--- src/rtl/tcp_tx_arbiter.sv ---
// Packet-granular round-robin arbiter merging four byte streams into the SiTCP TX port.
// Optionally prefixes each packet with a tag byte; drains packets when the connection drops.
module tcp_tx_arbiter #(
  parameter int         HDR_EN  = 1,
  parameter logic [3:0] HDR_TAG = 4'hA
) (
  input  logic        CLK,
  input  logic        RST,
  input  logic        TCP_OPEN_ACK,
  input  logic        TCP_TX_FULL,
  input  logic [3:0]  CH_VALID,
  input  logic [31:0] CH_DATA,
  input  logic [3:0]  CH_LAST,
  output logic [3:0]  CH_READY,
  output logic        TCP_TX_WR,
  output logic [7:0]  TCP_TX_DATA,
  output logic [3:0]  GRANT,
  output logic        PKT_DROP
);

  typedef enum logic [1:0] {
    S_IDLE,
    S_HEADER,
    S_DATA,
    S_FLUSH
  } state_t;

  state_t      state_q, state_d;
  logic [1:0]  gidx_q, gidx_d;
  logic [1:0]  ptr_q, ptr_d;
  logic        wr_q, wr_d;
  logic [7:0]  data_q, data_d;
  logic        drop_q, drop_d;

  logic [7:0]  ch_byte [4];
  logic        win_found;
  logic [1:0]  win_idx;
  logic [1:0]  cand;
  logic        ready_sel;
  logic        sel_valid;
  logic        sel_last;
  logic [7:0]  sel_byte;

  for (genvar gi = 0; gi < 4; gi++) begin : g_lane
    assign ch_byte[gi] = CH_DATA[8*gi +: 8];
  end

  assign sel_valid = CH_VALID[gidx_q];
  assign sel_last  = CH_LAST[gidx_q];
  assign sel_byte  = ch_byte[gidx_q];

  // Search starts one past the last channel that completed a packet.
  always_comb begin
    win_found = 1'b0;
    win_idx   = 2'd0;
    cand      = 2'd0;
    for (int k = 1; k <= 4; k++) begin
      cand = ptr_q + 2'(k);
      if (!win_found && CH_VALID[cand]) begin
        win_found = 1'b1;
        win_idx   = cand;
      end
    end
  end

  always_comb begin
    state_d   = state_q;
    gidx_d    = gidx_q;
    ptr_d     = ptr_q;
    wr_d      = 1'b0;
    data_d    = data_q;
    drop_d    = 1'b0;
    ready_sel = 1'b0;
    case (state_q)
      S_IDLE: begin
        if (TCP_OPEN_ACK && win_found) begin
          gidx_d  = win_idx;
          state_d = (HDR_EN != 0) ? S_HEADER : S_DATA;
        end
      end
      S_HEADER: begin
        if (!TCP_OPEN_ACK) begin
          state_d = S_FLUSH;
        end else if (!TCP_TX_FULL) begin
          wr_d    = 1'b1;
          data_d  = {HDR_TAG, 2'b00, gidx_q};
          state_d = S_DATA;
        end
      end
      S_DATA: begin
        ready_sel = !TCP_TX_FULL && TCP_OPEN_ACK;
        if (ready_sel && sel_valid) begin
          wr_d   = 1'b1;
          data_d = sel_byte;
          if (sel_last) begin
            state_d = S_IDLE;
            ptr_d   = gidx_q;
          end
        end else if (!TCP_OPEN_ACK) begin
          state_d = S_FLUSH;
        end
      end
      S_FLUSH: begin
        // Bytes of an orphaned packet are swallowed until its LAST beat.
        ready_sel = 1'b1;
        if (sel_valid && sel_last) begin
          drop_d  = 1'b1;
          state_d = S_IDLE;
          ptr_d   = gidx_q;
        end
      end
      default: state_d = S_IDLE;
    endcase
  end

  always_comb begin
    CH_READY         = 4'b0000;
    CH_READY[gidx_q] = ready_sel;
  end

  assign GRANT       = (state_q == S_IDLE) ? 4'b0000 : (4'b0001 << gidx_q);
  assign TCP_TX_WR   = wr_q;
  assign TCP_TX_DATA = data_q;
  assign PKT_DROP    = drop_q;

  always_ff @(posedge CLK) begin
    if (RST) begin
      state_q <= S_IDLE;
      gidx_q  <= 2'd0;
      ptr_q   <= 2'd3;
      wr_q    <= 1'b0;
      data_q  <= 8'h00;
      drop_q  <= 1'b0;
    end else begin
      state_q <= state_d;
      gidx_q  <= gidx_d;
      ptr_q   <= ptr_d;
      wr_q    <= wr_d;
      data_q  <= data_d;
      drop_q  <= drop_d;
    end
  end

endmodule

--- config.mk ---
export PLATFORM = sky130hd
export DESIGN_NAME = tcp_tx_arbiter
export DESIGN_NICKNAME = d
export VERILOG_FILES = /design/src/rtl/tcp_tx_arbiter.sv
export SDC_FILE = /design/constraint.sdc
export NUM_CORES = 1
export LEC_CHECK = 0
export BUFFER_PORTS_ARGS = -buffer_cell sky130_fd_sc_hd__buf_2
export CORE_MARGIN = 3
export CORE_UTILIZATION = 45
export CTS_CLUSTER_DIAMETER = 30
export DETAILED_ROUTE_END_ITERATION = 8
export GPL_TIMING_DRIVEN = 0
export MAX_ROUTING_LAYER = met4
export PLACE_DENSITY = 0.86
export SLEW_MARGIN = 5
export SYNTH_ARGS = -nofsm -noshare
export SYNTH_HDL_FRONTEND = slang
export SYNTH_SLANG_ARGS = --single-unit
--- constraint.sdc ---
create_clock -name CLK -period 2 [get_ports CLK]
set_input_delay 0 -clock CLK [delete_from_list [all_inputs] [get_ports CLK]]
set_output_delay 0 -clock CLK [all_outputs]
set_load 0.01 [all_outputs]
**Yosys cells after proc, flatten, opt, wreduce, memory -nomap -nowiden**

Index checks and enable logic that the tools add are counted.

- $mul: 0
- Divide/modulo/power cells: 0
- Order comparisons: 7
- Shifts and indexed selects: 1
- Reductions and logical operators: 20
- Add/sub/neg operators: 3
- Bitwise operators: 3
- Equality and inequality tests: 12
- Muxes and demuxes: 48

Operators by type and width:

| operator | number |
|---|---|
| 8-bit two-way mux | 5 |
| 2-bit two-way mux | 14 |
| 8-bit binary-select mux with 2-bit select | 1 |
| 8-bit one-hot mux with 2 select lines | 1 |
| 2-bit by 3-bit less-than comparator with 1-bit output, second input constant | 5 |
| 1-bit two-way mux | 15 |
| 1-bit binary-select mux with 2-bit select | 6 |
| 2-bit != test, second input constant | 6 |
| 3-bit != test, second input constant | 3 |
| 1-bit logical AND | 8 |
| 2-bit one-hot mux with 4 select lines | 1 |
| 4-bit AND reduction | 2 |
| 5-bit AND reduction | 1 |
| 2-bit adder, second input constant | 2 |
| 4-bit AND | 1 |
| 2-bit equality test, second input constant | 2 |
| 1-bit logical NOT | 4 |
| 4-bit two-way mux | 1 |
| 1-bit one-hot mux with 2 select lines | 2 |
| 2-bit one-hot mux with 2 select lines | 1 |
| 2-bit nonzero test | 2 |
| 1-bit by 2-bit left shift with 4-bit output, first input constant | 1 |
| 3-bit >= comparator, second input constant | 1 |
| 2-bit inverter with 3-bit output | 1 |
| other kinds (8) | 8 |

- Bits in writable memories: 0
- Output and inout bits: 18
- Latch bits: 0
- Memories: 0
- Bits in read-only memories: 0
- Logic and storage cells: 100
- Input bits: 44
- Register bits: 16

**Longest topological paths before layout**

- Depth in word-level cells: 16
- Depth in mapped cells: 8
- Depth with buffers taken out: 7

**Least setup slack after synthesis**

Ideal clock, no wire load.

- Path type: reg2reg
- From: register state_q[0]
- To: register ptr_q[0]
- Library setup time: 0.120 ns
- Data required time: 1.880 ns
- Path slack: 0.190 ns
- Buffers on the path: 1
- Arrival time: 1.690 ns
- Cell stages (with the launch flop): 7
- Clock period less this slack: 1.810 ns
- Path through: dfxtp_1 inv_1 ha_1 clkbuf_1 mux2_2 and3_1 a211o_1

- Word-level cells in the longest chain between the ends: 3
- Elaborated cells on any way between the ends: 8
- Those cells by class: eq/ne (5); mux (1); reduce/logical (2)

RTL lines:

| what | line | RTL |
|---|---|---|
| start: declaration | 28 | `state_t state_q, state_d;` |
| start signal: assignment | 135 | `state_q <= state_d;` |
| 2-bit equality test | 74 | `case (state_q)` |
| 2-bit != test (no source line) / 2-bit nonzero test (equally long branches) | n/a |  |
| 4-bit AND reduction (no source line) | n/a |  |
| end signal: assignment | 137 | `ptr_q <= ptr_d;` |
| end: declaration | 30 | `logic [1:0] ptr_q, ptr_d;` |

Several ways; a longest one is shown, not always the timed one.
A chain may end at the register's enable or synchronous reset.

**Worst setup path in the final report**

- From: register gidx_q[1]
- To: register state_q[0]

- Word-level cells in the longest chain between the ends: 5
- Elaborated cells on any way between the ends: 12
- Those cells by class: eq/ne (3); mux (6); reduce/logical (3)

RTL lines:

| what | line | RTL |
|---|---|---|
| start: declaration | 29 | `logic [1:0] gidx_q, gidx_d;` |
| start signal: assignment | 136 | `gidx_q <= gidx_d;` |
| 1-bit binary-select mux with 2-bit select, on equally long branches | 48, 49 |  |
| 1-bit two-way mux, on equally long branches | 48, 49 |  |
| 1-bit logical AND, on equally long branches | 92, 106 |  |
| 3-bit != test (no source line), or another cell as far along | n/a |  |
| 5-bit AND reduction (no source line) / 2-bit one-hot mux with 4 select lines (equally long branches) | n/a |  |

Several ways; a longest one is shown, not always the timed one. The select of a mux whose other input is x is not followed.

==> Implementation_results.wiki <==
{| class="wikitable"
! Metric !! Value
|-
| Filler Cell Count || 214
|-
| Antenna violations before repair || 0
|-
| Number of nets in the layout || 250
|-
| Top fanout value on the critical path || 5
|-
| Vertical die dimension || 58.5 µm
|-
| Number of iterations in the first detailed-routing pass || 6
|-
| TritonCTS clock tree || done
|-
| Aggregate global routing overflow || 0
|-
| Post-detailed-route via-to-cell ratio || 5.63
|-
| Worst setup timing slack at the placement stage || -0.0407 ns
|-
| Net count of the mapped netlist || 185
|-
| Fraction of layout instances using a drive strength above 1 || 43.0%
|-
| Clock latency reported for the late side of the worst-skew pair || 0.30 ns
|-
| TritonCTS buffer count || 3
|-
| Maximum number of pins on one net before global-route repair || 11
|-
| Post-synth top area share || 25.8%
|-
| RSZ-0062 raised after global routing || false
|-
| Relative slew slack || 64.0%
|-
| Peak Freq || 542 MHz
|-
| Global-route wire length before repair || 5300 µm
|-
| Total number of placement rows || 18
|-
| Post-synthesis area per instance || 9.14 µm²
|-
| Number of clock sinks seen by CTS || 16
|-
| Sort of element at the start of the critical path || flop
|-
| Outcome || finished, final reports clean
|-
| Total power density per cell area || 826 nW/µm²
|-
| Basic-gate share of the synthesized area counting and, or, nand and nor cells || 21.0%
|-
| Detailed placement HPWL || 2590 µm
|-
| Final RePlAce weighted congestion || 0.853
|-
| Number of enable-type register cells in the synthesized netlist || 0
|-
| LEAKAGE || 0.703 nW
|-
| Standard cell with the maximum stage delay on the critical path || mux4_2
|-
| Required time at the worst-slack endpoint || 2.17 ns
|-
| Vias in the first global route || 1162
|-
| Crit path launch || gidx_q[1]$_SDFFE_PP0P_
|-
| Number of synthesized register bits || 16
|-
| Count of synthesis-stage warnings from yosys || 0
|-
| Input/output buffers || 60
|-
| Largest area contributor in the synthesized netlist || dfxtp_1
|-
| Overall die area || 3430 µm²
|-
| Wirelength per Cell || 14.1 µm
|-
| Final Critical Period || 1.85 ns
|-
| Final antenna-violating net count || 0
|-
| Stage delay of the slowest cell on the critical path || 0.62 ns
|-
| Worst path arrival time || 2.02 ns
|-
| Start point of the worst hold path || TCP_OPEN_ACK
|-
| Number of cells produced by synthesis || 136
|-
| Number of distinct standard cells referenced by the synthesized netlist || 40
|-
| Dominant combinational cell family by area after synthesis || multiplexers
|-
| Number of H-tree levels || 1
|-
| Area growth, synth to finish || 30.9%
|-
| Clock-pin transition on the worst setup and hold timing paths || 0.10 ns
|-
| Layout Cells excl Fill || 230
|-
| Overall power of the completed layout || 0.00134 W
|-
| Slew @ Worst Pin || 0.533 ns
|-
| R2R Path Start || gidx_q[1]$_SDFFE_PP0P_
|-
| Worst hold-check slack || 0.0558 ns
|-
| Vias || 1295
|-
| Total wire length after detailed routing || 3240 µm
|-
| Total of endpoints with negative setup slack in the final report || 0
|-
| Maximum Capacitance Violations || 0
|-
| Max IR drop VDD || 0.480 mV
|-
| Global Route Usage Sum || 20.2%
|-
| Number of failing hold endpoints at the final stage || 0
|-
| CTS Buffer Depth || 2
|-
| Core Area || 2540 µm²
|-
| Netlist Area Pre-Place || 1240 µm²
|-
| Residual DRC || 0
|-
| Final count of pins violating max slew || 0
|-
| Worst-path cell chain || mux4_2 > a31oi_1 > o211ai_2 > nor4b_2 > a211oi_1
|-
| Worst min path class || in -> reg
|-
| Area share of xor/xnor cells in the synthesized design || 0%
|-
| Worst path top cell family by delay || multiplexers
|-
| Area fraction in compound gates after synthesis || 19.4%
|-
| Ports || 62
|-
| Starting density of the core || 48.8%
|-
| Share of synthesized area spent on multiplexers || 23.1%
|-
| CP Buf/Inv Count || 0
|-
| Fraction of synthesis flops using an asynchronous set or reset pin || 0%
|-
| Worst-case setup margin in the final layout || 0.154 ns
|-
| Worst Skew || 0.00453 ns
|-
| Register-to-register setup slack || 0.15 ns
|-
| Kind of end point of the critical path || flop
|-
| Adder-cell share of the synthesized area || 5.04%
|-
| Sequential-to-total area share from yosys stat || 25.8%
|-
| Start-to-end type of the worst setup path || reg -> reg
|-
| Antenna fix cells || 0
|-
| Post-CTS setup buffer count || 0
|-
| Root cell of the clock tree || clkbuf_4
|-
| Die W || 58.5 µm
|-
| Most instantiated flip-flop cell in the synthesis netlist || dfxtp_1
|-
| Detailed router's first-iteration violation count || 45
|-
| Biggest area contributors in the synthesized netlist || dfxtp_1 26%, mux4_2 15%, ha_1 5.0%
|-
| Final worst path period share || 92.3%
|-
| Placed cell count || 226
|}
==> Yosys cell counts, types with 3 or more instances <==
| library cell | n |
|---|---|
| a31oi_1 | 3 |
| o21ai_0 | 8 |
| nor2b_1 | 5 |
| nor2_1 | 10 |
| a21oi_1 | 12 |
| ha_1 | 5 |
| mux2_2 | 3 |
| nand3_1 | 6 |
| mux4_2 | 8 |
| nor3_1 | 4 |
| nand2_1 | 5 |
| mux2i_1 | 5 |
| inv_1 | 5 |
| clkbuf_1 | 6 |
| dfxtp_1 | 16 |
==> per-layer routing <==
layer	vias up	global-route usage (%)	part of all wire [%]
met5	-	-	0
met4	0	5.30	1.0
met3	4	2.19	5.5
met2	40	30.9	49
met1	610	28.4	44
li1	641	-	-
==> flip-flops by register name, indices dropped and copies added, names as in the netlist <==
register,flops
PKT_DROP,1
TCP_TX_DATA,8
TCP_TX_WR,1
gidx_q,2
ptr_q,2
state_q,2
==> logic make-up after synthesis <==
family	Yosys count
buf+inv	16
mux	17
simple gates	45
flops	16
fa+ha+maj	5
compound gates	37
==> worst register-to-register path, delay by kind of cell, from the launching register on <==
family | cells | cell delay, ns
DFF | 1 | 0.42
muxes | 1 | 0.62
and+or+nand+nor | 1 | 0.21
AOI/OAI and AO/OA | 3 | 0.47
==> final timing paths <==
kind / to / cells past startpoint
max: state_q[0]$_SDFFE_PP0P_ / 5
min: gidx_q[1]$_SDFFE_PP0P_ / 3
max reg2reg: state_q[0]$_SDFFE_PP0P_ / 5
min reg2reg: TCP_TX_DATA[6]$_SDFFE_PP0P_ / 2
==> metrics by stage <==
stage                     util, %  TNS (ns)  instance area [µm²]
after global placement       62.1         0                 1580
after floorplan                 -         0                 1240
after detailed placement     62.1   -0.0690                 1580
after CTS                    63.8         0                 1620
final                        63.9         0                 1630
after global routing         63.9         0                 1630
==> power by group <==
part           internal [W]  switching [W]
clock              0.000111       0.000120
sequential         0.000358      0.0000323
combinational      0.000338       0.000384
total              0.000807       0.000537
==> cells in the final DEF (no fill, tap or decap), types with 2 or more instances in the layout <==
| cell type | Yosys | routed |
|---|---|---|
| buf_2 | 2 | 62 |
| dfxtp_1 | 16 | 16 |
| a21oi_1 | 12 | 12 |
| nor2_1 | 10 | 10 |
| mux4_2 | 8 | 8 |
| o21ai_0 | 8 | 8 |
| nand3_1 | 6 | 6 |
| inv_1 | 5 | 5 |
| nor2b_1 | 5 | 5 |
| clkbuf_1 | 6 | 5 |
| nand2_1 | 5 | 5 |
| mux2i_1 | 5 | 5 |
| nor3_1 | 4 | 4 |
| ha_1 | 5 | 4 |
| mux2_2 | 3 | 3 |
| a31oi_1 | 3 | 3 |
| clkbuf_4 | 0 | 3 |
| nand2b_1 | 2 | 2 |
| nor3b_1 | 2 | 2 |
| nand3b_1 | 2 | 2 |
| o2111ai_1 | 2 | 2 |
| and3_1 | 2 | 2 |
| a211o_1 | 2 | 2 |
| o211ai_1 | 2 | 2 |
| a311oi_1 | 2 | 2 |
==> layout make-up <==
type / instances / area [µm²] / share of cell area [%]
Clock buffer: 4 / 36.3 / 2.23
Sequential cell: 16 / 320 / 19.7
Buffer: 10 / 48.8 / 3.00
Multi-Input combinational cell: 104 / 855 / 52.5
Tap cell: 30 / 37.5 / 2.31
Inverter: 5 / 18.8 / 1.15
Timing Repair Buffer: 61 / 310 / 19.1
==> what timing repair did <==
item,CTS,global route
pin swaps,0,0
endpoints found under the hold margin,5,0
hold buffers,1,0
endpoints found under the setup margin,5,11
resized for setup,0,2
No activity file was read; power rests on OpenSTA's default activity.
